File: src/rtl/mux2_1_32_pkg.sv
// Shared constants and select encoding for the write-back source selector.
package mux2_1_32_pkg;

  localparam int MUX_WIDTH = 32;
  localparam int MUX_CNT_W = 16;

  typedef enum logic {
    WB_ALU = 1'b0,
    WB_MEM = 1'b1
  } wb_sel_e;

endpackage

File: src/rtl/mux2_core.sv
// Purely combinational 2:1 selector; the selected operand passes bit-exact.
module mux2_core
  import mux2_1_32_pkg::*;
#(
  parameter int WIDTH = MUX_WIDTH
) (
  input  wb_sel_e            sel,
  input  logic [WIDTH-1:0]   a,
  input  logic [WIDTH-1:0]   b,
  output logic [WIDTH-1:0]   y
);

  // A ternary keeps an unknown select visible as X on the output.
  assign y = (sel == WB_MEM) ? b : a;

endmodule

File: src/rtl/mux2_1_32.sv
// Write-back source selector: ALU result vs. memory load data, with
// saturating per-source selection counters.
// Optional registered output stage enabled by macro MUX2_1_32_REG_OUT_EN;
// without it outOp/out_valid are combinational.
module mux2_1_32
  import mux2_1_32_pkg::*;
#(
  parameter int WIDTH = MUX_WIDTH,
  parameter int CNT_W = MUX_CNT_W
) (
  input  logic             clk,
  input  logic             rst_n,
  input  logic             MemToReg,
  input  logic [WIDTH-1:0] Op1,
  input  logic [WIDTH-1:0] Op2,
  input  logic             in_valid,
  input  logic             stall,
  output logic [WIDTH-1:0] outOp,
  output logic             out_valid,
  output logic [CNT_W-1:0] sel_alu_cnt,
  output logic [CNT_W-1:0] sel_mem_cnt
);

  localparam logic [CNT_W-1:0] CNT_MAX = '1;

  logic [WIDTH-1:0] sel_data;
  logic             accept;
  logic [CNT_W-1:0] alu_cnt_q;
  logic [CNT_W-1:0] mem_cnt_q;

  assign accept = in_valid & ~stall;

  mux2_core #(
    .WIDTH (WIDTH)
  ) u_core (
    .sel (wb_sel_e'(MemToReg)),
    .a   (Op1),
    .b   (Op2),
    .y   (sel_data)
  );

`ifdef MUX2_1_32_REG_OUT_EN
  logic [WIDTH-1:0] out_q;
  logic             valid_q;

  // Output stage: capture on accept, hold everything on stall, drop valid on bubbles.
  always_ff @(posedge clk or negedge rst_n) begin
    if (!rst_n) begin
      out_q   <= '0;
      valid_q <= 1'b0;
    end else if (!stall) begin
      valid_q <= in_valid;
      if (in_valid) begin
        out_q <= sel_data;
      end
    end
  end

  assign outOp     = out_q;
  assign out_valid = valid_q;
`else
  assign outOp     = sel_data;
  assign out_valid = accept;
`endif

  // Per-source selection counters; each accept bumps exactly one, saturating at all-ones.
  always_ff @(posedge clk or negedge rst_n) begin
    if (!rst_n) begin
      alu_cnt_q <= '0;
      mem_cnt_q <= '0;
    end else if (accept) begin
      if (MemToReg) begin
        if (mem_cnt_q != CNT_MAX) begin
          mem_cnt_q <= mem_cnt_q + CNT_W'(1);
        end
      end else begin
        if (alu_cnt_q != CNT_MAX) begin
          alu_cnt_q <= alu_cnt_q + CNT_W'(1);
        end
      end
    end
  end

  assign sel_alu_cnt = alu_cnt_q;
  assign sel_mem_cnt = mem_cnt_q;

endmodule

File: config.mk
export PLATFORM = sky130hd
export DESIGN_NAME = mux2_1_32
export DESIGN_NICKNAME = d
export VERILOG_FILES = /design/src/rtl/mux2_1_32_pkg.sv /design/src/rtl/mux2_core.sv /design/src/rtl/mux2_1_32.sv
export SDC_FILE = /design/constraint.sdc
export NUM_CORES = 1
export LEC_CHECK = 0
export BUFFER_PORTS_ARGS = -buffer_cell sky130_fd_sc_hd__buf_2
export CAP_MARGIN = 40
export CORE_UTILIZATION = 38
export DETAILED_ROUTE_END_ITERATION = 10
export PLACE_DENSITY = 0.87
export SLEW_MARGIN = 20
export SYNTH_ARGS = -nofsm -noshare
export SYNTH_HDL_FRONTEND = slang
export SYNTH_SLANG_ARGS = --single-unit
File: constraint.sdc
create_clock -name clk -period 1.45 [get_ports clk]
set_input_delay 0.2175 -clock clk [delete_from_list [all_inputs] [get_ports clk]]
set_output_delay 0.2175 -clock clk [all_outputs]
set_load 0.005 [all_outputs]
# Word level (Yosys, flattened, before mapping)
# Cells that the tools add are included.
[op_classes]
bitwise = 3
n_reduce_logical = 2
eq_ne = 2
n_addsub = 2
mux = 1
[ops]
columns = ["operator", "count"]
rows = [
  ["$add A16 B1 Y16 const B", 2],
  ["$mux W32", 1],
  ["$ne A16 B16 Y1 const B", 2],
  ["$reduce_and A3 Y1", 2],
  ["$not A1 Y1", 2],
  ["$and A1 B1 Y1", 1],
]
[word_totals]
inputBits = 69
reg_bits = 32

# Logic depth before layout (Yosys ltp)
[logic_depth]
depth_word = 3
mapped_depth = 6
ltp_nobuf = 5

# Hierarchy
# Synthesis repeated with hierarchy kept, for this count alone.
[hier_totals]
cells_unflattened = 185
area_unflattened_um2 = 2168.3
[modules_own_cells]
columns = ["module", "n_inst", "seq_area_each_um2", "area_per_inst_um2", "cells_each"]
rows = [
  ["mux2_1_32", 1, 800.8, 1624.1, 149],
  ["mux2_core", 1, 0.0, 544.3, 36],
]

# Least setup slack after synthesis
# Ideal clock, no wire load.
[synth_path]
path_kind = "register -> register"
start = "register alu_cnt_q[12] (netlist: sel_alu_cnt[12])"
end = "register alu_cnt_q[1] (netlist: sel_alu_cnt[1])"
required_time_ns = 1.325
arrival_ns = 1.426
setup_ns = 0.125
path_stages_with_launch = 5
n_path_buf = 0
setup_slack_ns = -0.101
cell_sequence = "dfrtp_1 > nand4_1 > nor4_4 > nor2_2 > mux2_4"
[synth_between]
elab_chain_cells = 2
[synth_rtl]
columns = ["item", "line", "source"]
rows = [
  ["from (decl)", "mux2_1_32.sv:28", "logic [CNT_W-1:0] alu_cnt_q;"],
  ["from (signal assigned)", "mux2_1_32.sv:78", "alu_cnt_q <= alu_cnt_q + CNT_W'(1);"],
  ["$ne A16 B16 Y1", "mux2_1_32.sv:77", "if (alu_cnt_q != CNT_MAX) begin"],
  ["$reduce_and A3 Y1 (no line)", "-", ""],
]
# No other way between the ends.
# A chain may end at the register's enable or synchronous reset.

# Final worst setup path
[layout_path]
start = "register mem_cnt_q[4] (netlist: sel_mem_cnt[4])"
end = "register mem_cnt_q[14] (netlist: sel_mem_cnt[14])"
[layout_between]
elab_chain_cells = 2
[layout_rtl]
columns = ["item", "line", "source"]
rows = [
  ["from (decl)", "mux2_1_32.sv:29", "logic [CNT_W-1:0] mem_cnt_q;"],
  ["from (signal assigned)", "mux2_1_32.sv:74", "mem_cnt_q <= mem_cnt_q + CNT_W'(1);"],
  ["branches (longest 2 deep; another with $add A16 B1 Y16)", "-", ""],
]
# Several ways; the timed one is not identified.

==> summary.md <==
| Metric | Value |
|---|---|
| Ys Warns | 0 |
| Antenna diodes | 0 |
| Max clock buf depth | 2 |
| Max-Cap Viols | 0 |
| Max Slew Vio Count | 0 |
| Top_reg_cell synth | dfrtp_1 |
| Nets | 448 |
| Worst Path Max Fanout | 5 |
| Period minus WS final | 1530 ps |
| Clk pwr share | 25.0% |
| Worst reg2reg path depth | 4 |
| Total iterations of the first detailed-routing run | 5 |
| Crit path max-delay family | simple AND/OR/NAND/NOR gates |
| Vias in the first global route | 2267 |
| EDFF count, synth | 0 |
| Rows | 26 |
| Gate power share | 38.6% |
| Die Width | 75.4 µm |
| Biggest area consumer among synthesized cells | dfrtp_1 |
| Slowest CP cell | dfrtp_1 |
| Worst path buffer plus inverter count | 0 |
| Global route total overflow | 0 |
| #FFs+latches synth | 32 |
| Total global-route track usage | 24.6% |
| WS Path Type | reg2reg |
| PD cells | 900 nW/µm² |
| Pint | 2.29 mW |
| Core box area | 5140 µm² |
| Mapped Cells | 183 |
| Violated checks | setup timing |
| Status | finished, violations left |
| Relative slew slack | 68.0% |
| First-pass GRT wire length | 10500 µm |
| DRC violations left | 0 |
| R2R Path Start | sel_mem_cnt[4] |
| Area growth syn-to-layout | 80.3% |
| Peak VDD IR | 0.000655 V |
| Initial antenna violation count | 0 |
| Routed len/inst | 16.6 µm |
| Starting density of the core | 39.8% |
| R2R setup slack | -80 ps |
| Top-count cell post-synth | mux2_2 |
| Inst Count DP | 435 |
| Design area | 3690 µm² |
| Die height | 75.4 µm |
| Skew final | 10.8 ps |
| Switching power share of the total | 31.0% |
| Peak Freq | 0.652 GHz |
| Synth area leaders | dfrtp_1, mux2_2, xor2_1 |
| Share of the synthesized area in the top cell type | 39.1% |
| Clk root buf | clkbuf_8 |
| Startpoint Class | register |
| DRT Wirelength | 7450 µm |
| Mapped Area | 2050 µm² |
| PortBufs | 133 |
| Worst EP arrival | 1690 ps |
| NetSw | 1.03 mW |
| Clock slew at the register clock pins of the worst setup and hold paths | 70 ps |
| CP Capture Type | register |
| Worst endpoint required time | 1610 ps |
| Hold WC Path Type | in2async |
| Final Hold Vio Count | 0 |
| Final setup TNS | -857 ps |
| Largest net degree at the start of global routing | 33 |
| Post-synth top cells | mux2_2, dfrtp_1, xor2_1 |
| Die area | 5680 µm² |
| Antenna violation net count after detailed routing | 0 |
| GP Congestion | 0.852 |
| R2R Path End | sel_mem_cnt[14] |
| Finish-stage setup viols | 21 |
| Area after DPL | 3220 µm² |
| Final Non-Filler Cells | 448 |
| Worst-skew pair later-pin latency | 280 ps |
| TritonCTS clock tree | built |
| Mapped Nets | 254 |
| CTS sink cnt | 32 |
| RSZ-0062 raised after global routing | true |
| Seq/Total Area, Yosys | 39.1% |
| Iteration-0 DRC count of the detailed router | 94 |
| Fin worst setup slack | -84.3 ps |
| Ratio of cells with drive above 1 in the final layout | 75.7% |
| Asr flop ratio synth | 100% |
| Routed vias | 2274 |
| Seq pwr share | 36.4% |
| Crit path from | sel_mem_cnt[4] |
| Worst-Margin Slew | 479 ps |
| Cell variety after synth | 37 |
| Static Leak | 1.87 nW |
| I/O pins | 134 |
| Sequence of cells on the critical path | and3_4, nand3_4, nor4_4, mux2_4 |
| Max incr delay on CP | 390 ps |
| Mean Syn Cell Area | 11.2 µm² |
| Fillers | 355 |
| H-tree depth | 2 |
| CTS buffer count | 5 |
| Fin crit share | 106% |
| Post-DP HPWL | 5400 µm |
| Via density | 5.08 |
-- stage by stage --
step           utilization, %  worst slack (ps)  total power, mW  hold WS [ps]
6_report                 71.8             -84.3             3.32           490
5_1_grt                  71.8              -134             3.51           522
4_1_cts                  68.8             -36.6             3.23           490
3_5_place_dp             62.6              -131             2.22           263
3_3_place_gp             62.6             -43.4             2.17           258
2_1_floorplan               -             -76.5             1.57         -78.1
-- state kept, by name (all words and copies together) (netlist names) --
signal       flops
sel_alu_cnt     16
sel_mem_cnt     16
-- layout make-up --
class / instances / area [µm²] / share of cell area [%]
Clock buffer: 6 / 72.6 / 1.97
Multi-Input combinational cell: 146 / 1540 / 41.8
Timing Repair Buffer: 192 / 1150 / 31.2
Clock inverter: 2 / 35.0 / 0.950
Sequential cell: 32 / 803 / 21.8
Tap cell: 70 / 87.6 / 2.37
-- worst min-delay path, cell delays in order --
cell and delay (ps):
dlygate4sd3_1 520, buf_2 90, buf_4 350
-- power groups by stage --
stage / clock, mW / sequential (mW) / combinational (mW)
final: 0.831 / 1.21 / 1.28
after global routing: 0.884 / 1.23 / 1.40
after CTS: 0.848 / 1.20 / 1.18
after detailed placement: 0 / 1.18 / 1.04
after global placement: 0 / 1.16 / 1.01
after floorplan: 0 / 1.23 / 0.340
-- worst max path at each step --
| stage | end | depth (start not counted) |
|---|---|---|
| global route | sel_alu_cnt[15] | 5 |
| finish | sel_mem_cnt[14] | 4 |
| detailed placement | sel_mem_cnt[14] | 4 |
| global placement | outOp[12] | 4 |
| CTS | sel_mem_cnt[14] | 4 |
| floorplan | sel_alu_cnt[1] | 4 |
-- per-layer routing --
metal	global-route usage (%)	vias to the layer above	wire length [µm]
li1	-	1069	-
met4	13.0	0	289
met5	0	-	0
met1	27.9	1087	2780
met2	44.4	99	4050
met3	3.84	19	334
-- cells by family after synthesis --
group           count (synthesis)  share of synthesized area, %
fa+ha+maj                       2                          1.22
buf+inv                         5                          1.35
flops                          32                          39.1
simple gates                   73                          23.9
mux                            38                          21.1
xor+xnor                       24                          10.3
compound gates                  9                          3.06
-- cell usage in the layout, fill, tap and decap left out, drive strengths merged --
master       synthesis  final
a21oi                1      1
dlygate4sd3          0      1
dfrtp               32     32
and4                 1      1
o2111ai              3      3
xor2                17     17
nand4                8      8
nor2b                1      1
a2bb2oi              1      1
ha                   2      2
nand2b               2      2
nor2                11     11
nor3b                5      5
nor3                 6      6
nand3               12     12
nand3b               1      1
o21ai                3      3
and3                 5      5
nor4                 8      8
or3b                 1      1
o31ai                1      1
or2                  2      2
clkinv               0      1
mux2                38     38
nor4b                1      1
buf                  2    191
or4                  1      1
clkbuf               3      6
bufinv               0      1
xnor2                7      7
nand2                8      8
-- what timing repair did --
item                                   in CTS  in global routing
endpoints found under the hold margin      32                  0
setup endpoints to repair                  52                 60
pin swaps                                   9                 16
resized for setup                          30                 33
hold buffers                                1                  0
buffers inserted                            3                  1
(Power assumes the default switching activity.)
